**src/rtl/release_delay.sv**
```systemverilog
// Asymmetric level filter: out asserts one cycle after in rises, is held for a
// minimum on-time, and releases only after a run of consecutive low samples.
module release_delay #(
   parameter logic INIT        = 1'b0,
   parameter int   NBITS       = 4,
   parameter int   MIN_ON_BITS = 2
) (
   input  logic CLK,
   input  logic RST,
   input  logic in,
   output logic out,
   output logic busy,
   output logic rise,
   output logic fall
);

   localparam int CW = (NBITS > MIN_ON_BITS) ? NBITS : MIN_ON_BITS;

   typedef enum logic [1:0] {
      S_OFF      = 2'd0,
      S_MIN_HOLD = 2'd1,
      S_ON       = 2'd2,
      S_RELEASE  = 2'd3
   } state_t;

   localparam state_t RST_STATE = INIT ? S_ON : S_OFF;

   // Declaration initialisers give the same power-up state as a reset.
   state_t        r_state = RST_STATE;
   logic [CW-1:0] r_cnt   = '0;
   logic          r_out   = INIT;
   logic          r_busy  = 1'b0;
   logic          r_rise  = 1'b0;
   logic          r_fall  = 1'b0;

   logic w_min_done;
   logic w_rel_done;
   logic w_cnt_sat;

   assign w_min_done = &r_cnt[MIN_ON_BITS-1:0];
   assign w_rel_done = &r_cnt[NBITS-1:0];
   assign w_cnt_sat  = &r_cnt;

   // NOTE: every register here is updated with <= so all reads see the
   // pre-edge values, regardless of statement order.
   always_ff @(posedge CLK) begin
      if (RST) begin
         r_state <= RST_STATE;
         r_cnt   <= '0;
         r_out   <= INIT;
         r_busy  <= 1'b0;
         r_rise  <= 1'b0;
         r_fall  <= 1'b0;
      end else begin
         r_rise <= 1'b0;
         r_fall <= 1'b0;
         case (r_state)
            S_OFF: begin
               if (in) begin
                  r_state <= S_MIN_HOLD;
                  r_cnt   <= '0;
                  r_out   <= 1'b1;
                  r_busy  <= 1'b1;
                  r_rise  <= 1'b1;
               end
            end
            S_MIN_HOLD: begin
               // Minimum on-time runs to completion whatever in does.
               if (w_min_done) begin
                  r_cnt <= '0;
                  if (in) begin
                     r_state <= S_ON;
                     r_busy  <= 1'b0;
                  end else begin
                     r_state <= S_RELEASE;
                     r_busy  <= 1'b1;
                  end
               end else if (!w_cnt_sat) begin
                  r_cnt <= r_cnt + 1'b1;
               end
            end
            S_ON: begin
               if (!in) begin
                  r_state <= S_RELEASE;
                  r_cnt   <= '0;
                  r_busy  <= 1'b1;
               end
            end
            S_RELEASE: begin
               if (in) begin
                  r_state <= S_ON;
                  r_cnt   <= '0;
                  r_busy  <= 1'b0;
               end else if (w_rel_done) begin
                  r_state <= S_OFF;
                  r_cnt   <= '0;
                  r_out   <= 1'b0;
                  r_busy  <= 1'b0;
                  r_fall  <= 1'b1;
               end else if (!w_cnt_sat) begin
                  r_cnt <= r_cnt + 1'b1;
               end
            end
            default: begin
               r_state <= S_OFF;
               r_cnt   <= '0;
               r_out   <= 1'b0;
               r_busy  <= 1'b0;
            end
         endcase
      end
   end

   assign out  = r_out;
   assign busy = r_busy;
   assign rise = r_rise;
   assign fall = r_fall;

endmodule

```
**config.mk**
```make
export PLATFORM = sky130hd
export DESIGN_NAME = release_delay
export DESIGN_NICKNAME = d
export VERILOG_FILES = /design/src/rtl/release_delay.sv
export SDC_FILE = /design/constraint.sdc
export NUM_CORES = 1
export LEC_CHECK = 0
export CAP_MARGIN = 20
export CELL_PAD_IN_SITES_DETAIL_PLACEMENT = 0
export CELL_PAD_IN_SITES_GLOBAL_PLACEMENT = 1
export CORE_UTILIZATION = 36
export DETAILED_ROUTE_END_ITERATION = 10
export PLACE_DENSITY_LB_ADDON = 0.3
export SYNTH_ARGS = -nofsm -noshare
export SYNTH_HDL_FRONTEND = slang
export SYNTH_SLANG_ARGS = --single-unit
```
**constraint.sdc**
```tcl
create_clock -name CLK -period 1.57 [get_ports CLK]
set_input_delay 0.3925 -clock CLK [delete_from_list [all_inputs] [get_ports CLK]]
set_output_delay 0.3925 -clock CLK [all_outputs]
set_load 0.02 [all_outputs]
```
Word-level counts from Yosys, hierarchy flattened
Cells that the tools add are included.
- bits in registers: 10
- output and inout bits: 4
- $add $sub $neg: 1
- equal/unequal tests: 10
- muxes and demuxes: 25
- bitwise logic cells: 2
- reduce and logical (&&, ||, !) cells: 9
- operators by type and width (cell ; number):
    4-bit two-way mux ; 6
    4-bit one-hot mux with 4 select lines ; 1
    4-bit AND reduction ; 3
    1-bit two-way mux ; 10
    2-bit two-way mux ; 5
    2-bit inequality test, second input constant ; 5
    2-bit one-hot mux with 4 select lines ; 1
    3-bit inequality test, second input constant ; 2
    4-bit by 1-bit adder with 4-bit output, second input constant ; 1
    2-bit equality test, second input constant ; 2
    1-bit one-hot mux with 4 select lines ; 1
    3-bit AND reduction ; 1
    3-bit OR reduction ; 1
    2-bit by 1-bit equality test with 1-bit output, second input constant ; 1
    2-bit logical NOT ; 1
    1-bit NOT ; 2
    1-bit one-hot mux with 2 select lines ; 1
    2-bit AND reduction ; 1
    2-bit nonzero test ; 1
    2-bit OR reduction ; 1

Logic depth before layout (Yosys ltp)
- word-level depth: 4
- mapped depth: 5

Worst setup path after synthesis
OpenSTA, ideal clock, no wires.
- path kind: register -> register
- from: register r_cnt[0]
- to: register r_state[0]
- setup time: 0.103 ns
- arrival time: 1.180 ns
- required time: 1.467 ns
- path slack: 0.286 ns
- cell stages (with the launch flop): 6
- path buffers: 0
- clock period less this slack: 1.284 ns
- cell sequence: dfxtp_1 -> ha_1 -> inv_1 -> nor3_2 -> o21a_1 -> a2111oi_2
- word-level cells in the longest chain between the ends: 3
- ends and longest elaborated chain (element ; RTL line ; RTL):
    start: declaration ; 30 ; logic [CW-1:0] r_cnt = '0;
    start signal: assignment ; 79 ; r_cnt <= r_cnt + 1'b1;
    start signal: assignment ; 101 ; r_cnt <= r_cnt + 1'b1;
    4-bit AND reduction / 2-bit AND reduction (equally long branches) ; 41, 40 ;
    3-bit inequality test (no line) / 2-bit inequality test (equally long branches) ; -- ;
    4-bit AND reduction (no line) (*) ; -- ;
    end signal: assignment ; 48 ; r_state <= RST_STATE;
    end signal: assignment ; 60 ; r_state <= S_MIN_HOLD;
    end signal: assignment ; 72 ; r_state <= S_ON;
    end: declaration ; 29 ; state_t r_state = RST_STATE;
Every way passes the cells marked *; elsewhere a longest branch is shown, timed or not.
A chain may end at the register's enable or synchronous reset.

Worst setup path after layout
- from: input port in
- to: register r_cnt[2]
- word-level cells in the longest chain between the ends: 2
- ends and longest elaborated chain (element ; RTL line ; RTL):
    start: declaration ; 10 ; input logic in,
    4-bit two-way mux / 2-bit inequality test (equally long branches) ; -- ;
    4-bit one-hot mux with 4 select lines / 3-bit AND reduction (equally long branches) ; -- ;
Several ways; a longest one is shown, not always the timed one.

==> summary.md <==
| Metric | Value |
|---|---|
| Clk slew on worst S/H paths | `0.06 ns` |
| Cell area after synthesis | `528 um2` |
| Comb power frac | `13.9%` |
| Synth Area in Simple Gates | `24.4%` |
| Ys flop type | `dfxtp_1` |
| Leading area contributor after synthesis | `dfxtp_1` |
| Placer Congestion | `0.743` |
| Mux contribution to synthesized area | `1.90%` |
| Area Growth Syn to Fin | `26.1%` |
| Fin. Hold Viols | `0` |
| Worst Skew | `0.00738 ns` |
| Total Power | `0.519 mW` |
| Final Routed Wirelength | `1080 um` |
| Via Count | `465` |
| Post-synthesis cell type count | `31` |
| Global route overflow | `0` |
| Initial antenna violation count | `0` |
| Most common cell in the synthesized netlist | `dfxtp_1` |
| Status | `complete, no violations` |
| Reg-to-reg endpoint | `r_state[0]` |
| CP required | `1.77 ns` |
| Max incr delay on CP | `0.55 ns` |
| Die extent in y | `40.3 um` |
| Arrival time at the worst endpoint | `1.68 ns` |
| Period utilisation layout | `94.5%` |
| Compound-Gate Fraction of Synth Area | `26.1%` |
| Sequential area share after synthesis | `37.9%` |
| Hold path startpoint | `out` |
| Fmax | `674 MHz` |
| Critical Path Fanout Max | `8` |
| TritonCTS clock tree | `yes` |
| Internal | `0.390 mW` |
| Max IR drop VDD | `0.000442 V` |
| Sw Ratio | `24.9%` |
| Pin count of the biggest net entering global routing | `12` |
| Hold slack final | `0.478 ns` |
| Worst reg2reg path depth | `5` |
| Vias in the first global route | `385` |
| Crit path capture type | `flop` |
| Pre-Repair DR Iteration Count | `2` |
| PD cells | `780 nW/um2` |
| Core area | `1330 um2` |
| Gate count of the mapped netlist | `59` |
| Number of clock sinks | `10` |
| Hpwl dp | `773 um` |
| Worst reg2reg startpoint | `r_cnt[0]` |
| DR vias/cell | `5.41` |
| CTS root buf | `clkbuf_4` |
| Total Nets Final | `78` |
| Seq cells post-synth | `10` |
| # rows | `13` |
| Final Max Tran Viols | `0` |
| H-tree depth | `1` |
| Die area | `1620 um2` |
| Antenna Diode Count | `0` |
| Top post-synthesis cells by area | `dfxtp_1 38%, ha_1 4.7%, o211a_1 3.8%` |
| Critical Path Slowest Stage Cell | `clkdlybuf4s50_1` |
| Mean post-synth cell area | `8.95 um2` |
| Final antenna-violating net count | `0` |
| Final setup fails | `0` |
| MaxCap Viol Count | `0` |
| Cts repair resizes | `2` |
| First-pass GRT wire length | `1770 um` |
| Hold Crit Depth | `2` |
| Synth cell count leaders | `10 x dfxtp_1, 5 x nand2_1, 5 x nor2_1` |
| Post-Synth Adder-Cell Area | `4.74%` |
| Synth top area share | `37.9%` |
| Die W | `40.3 um` |
| Cell breakdown of the critical path | `clkdlybuf4s50_1 -> or2_1 -> a21oi_2 -> nand2_1 -> a31oi_1` |
| Flop pwr share | `53.0%` |
| IO Count | `7` |
| Clock Latency Late Sink | `0.27 ns` |
| Slew margin rel. | `75.0%` |
| Cts bufs inserted | `3` |
| CP startpoint kind | `input pin` |
| Post-synth EDFFs | `0` |
| Layout cells sized above 1 | `21.1%` |
| Clock power frac | `33.1%` |
| Max Root-Sink Buffers | `2` |
| DR DRC count | `0` |
| Leakage | `0.294 nW` |
| Routed length per instance | `12.6 um` |
| Hold Crit Class | `flop to flop` |
| Largest family of logic cells by synthesized area | `compound AO/OA/AOI/OAI gates` |
| Actual slew at the worst max-slew pin | `0.374 ns` |
| Psw | `0.129 mW` |
| Async SR Flop Fraction | `0%` |
| Hold buffers post-CTS | `0` |
| Unrepaired setup endpoints after global routing | `no` |
| Postcts setup bufs | `0` |
| Port Buf Inserts | `6` |
| Reg2Reg Setup Slack | `0.19 ns` |
| Starting density of the core | `39.6%` |
| Minimum clock period | `1.48 ns` |
| YS warnings | `0` |
| Tot GR Track Use | `17.5%` |
| Hold Path End | `out` |
| Synth Area in XOR/XNOR | `0%` |
| Syn nets | `64` |
| DR iter-0 viols | `7` |
| Kind of critical path | `input pin to flop` |
## per-stage QoR
step,worst slack (ns),util (%),area (um2),setup TNS [ns],std cells
finish,0.0868,49.9,666,0,86
global route,0.00563,49.9,666,0,86
CTS,0.00767,49.5,661,0,86
detailed placement,-0.180,48.0,641,-0.749,83
global placement,-0.146,48.0,641,-0.465,83
floorplan,0.286,-,528,0,59
## metal layers
metal,vias up,track usage (%),wire [um]
met5,-,0,0
met4,0,5.00,0
li1,238,-,-
met3,0,10.0,64
met1,216,22.2,531
met2,11,25.0,487
## worst max-delay path: cells and delay by family
kind / cells / cell delay [ns]
and+or+nand+nor: 2 / 0.37
AOI/OAI and AO/OA: 2 / 0.36
buffers and inverters: 1 / 0.55
## power groups by stage
stage          Clock (mW)  Sequential [mW]  Combinational [mW]
2_1_floorplan           0            0.282              0.0403
3_3_place_gp            0            0.281              0.0748
3_5_place_dp            0            0.281              0.0752
4_1_cts             0.181            0.275              0.0726
5_1_grt             0.194            0.277              0.0796
6_report            0.172            0.275              0.0722
## flip-flops by register name, summed over array words and instances (netlist names)
| register | cells |
|---|---|
| fall | 1 |
| busy | 1 |
| r_cnt | 4 |
| r_state | 2 |
| rise | 1 |
| out | 1 |
## cell families (layout without fill, tap and decap cells)
| family | count (synthesis) | in the layout |
|---|---|---|
| buffers and inverters | 6 | 18 |
| muxes | 1 | 1 |
| AOI/OAI and AO/OA | 16 | 16 |
| and+or+nand+nor | 24 | 24 |
| adders and majority gates | 2 | 2 |
| DFF | 10 | 10 |
## how the worst max path moves through the flow
stage                     startpoint    endpoint  depth (start not counted)
after detailed placement          in    r_cnt[2]                          5
after CTS                       rise        rise                          1
after floorplan             r_cnt[0]  r_state[0]                          5
final                             in    r_cnt[2]                          5
after global routing              in    r_cnt[2]                          5
after global placement            in    r_cnt[2]                          5
## cell usage in the layout, fill, tap and decap left out, types with 2 or more instances in the layout
cell type / Yosys / routed
clkdlybuf4s50_1: 0 / 2
nor3_1: 3 / 3
clkbuf_4: 0 / 3
buf_4: 0 / 7
dlygate4sd2_1: 0 / 2
nand2_1: 5 / 5
nor2b_1: 2 / 2
dfxtp_1: 10 / 10
a31oi_1: 2 / 2
nor2_1: 5 / 5
o211a_1: 2 / 2
dlymetal6s2s_1: 0 / 2
nand3_1: 2 / 2
a21oi_1: 3 / 3
ha_1: 2 / 2
## layout make-up
cell class / count / area, um2
flip-flops and latches: 10 / 200
fillers: 139 / 668
repair buffers: 13 / 115
well taps: 15 / 18.8
inverters: 2 / 7.51
clock buffers: 3 / 22.5
multi-input cells: 43 / 302
Note: power is estimated with default switching activity, not from simulation.
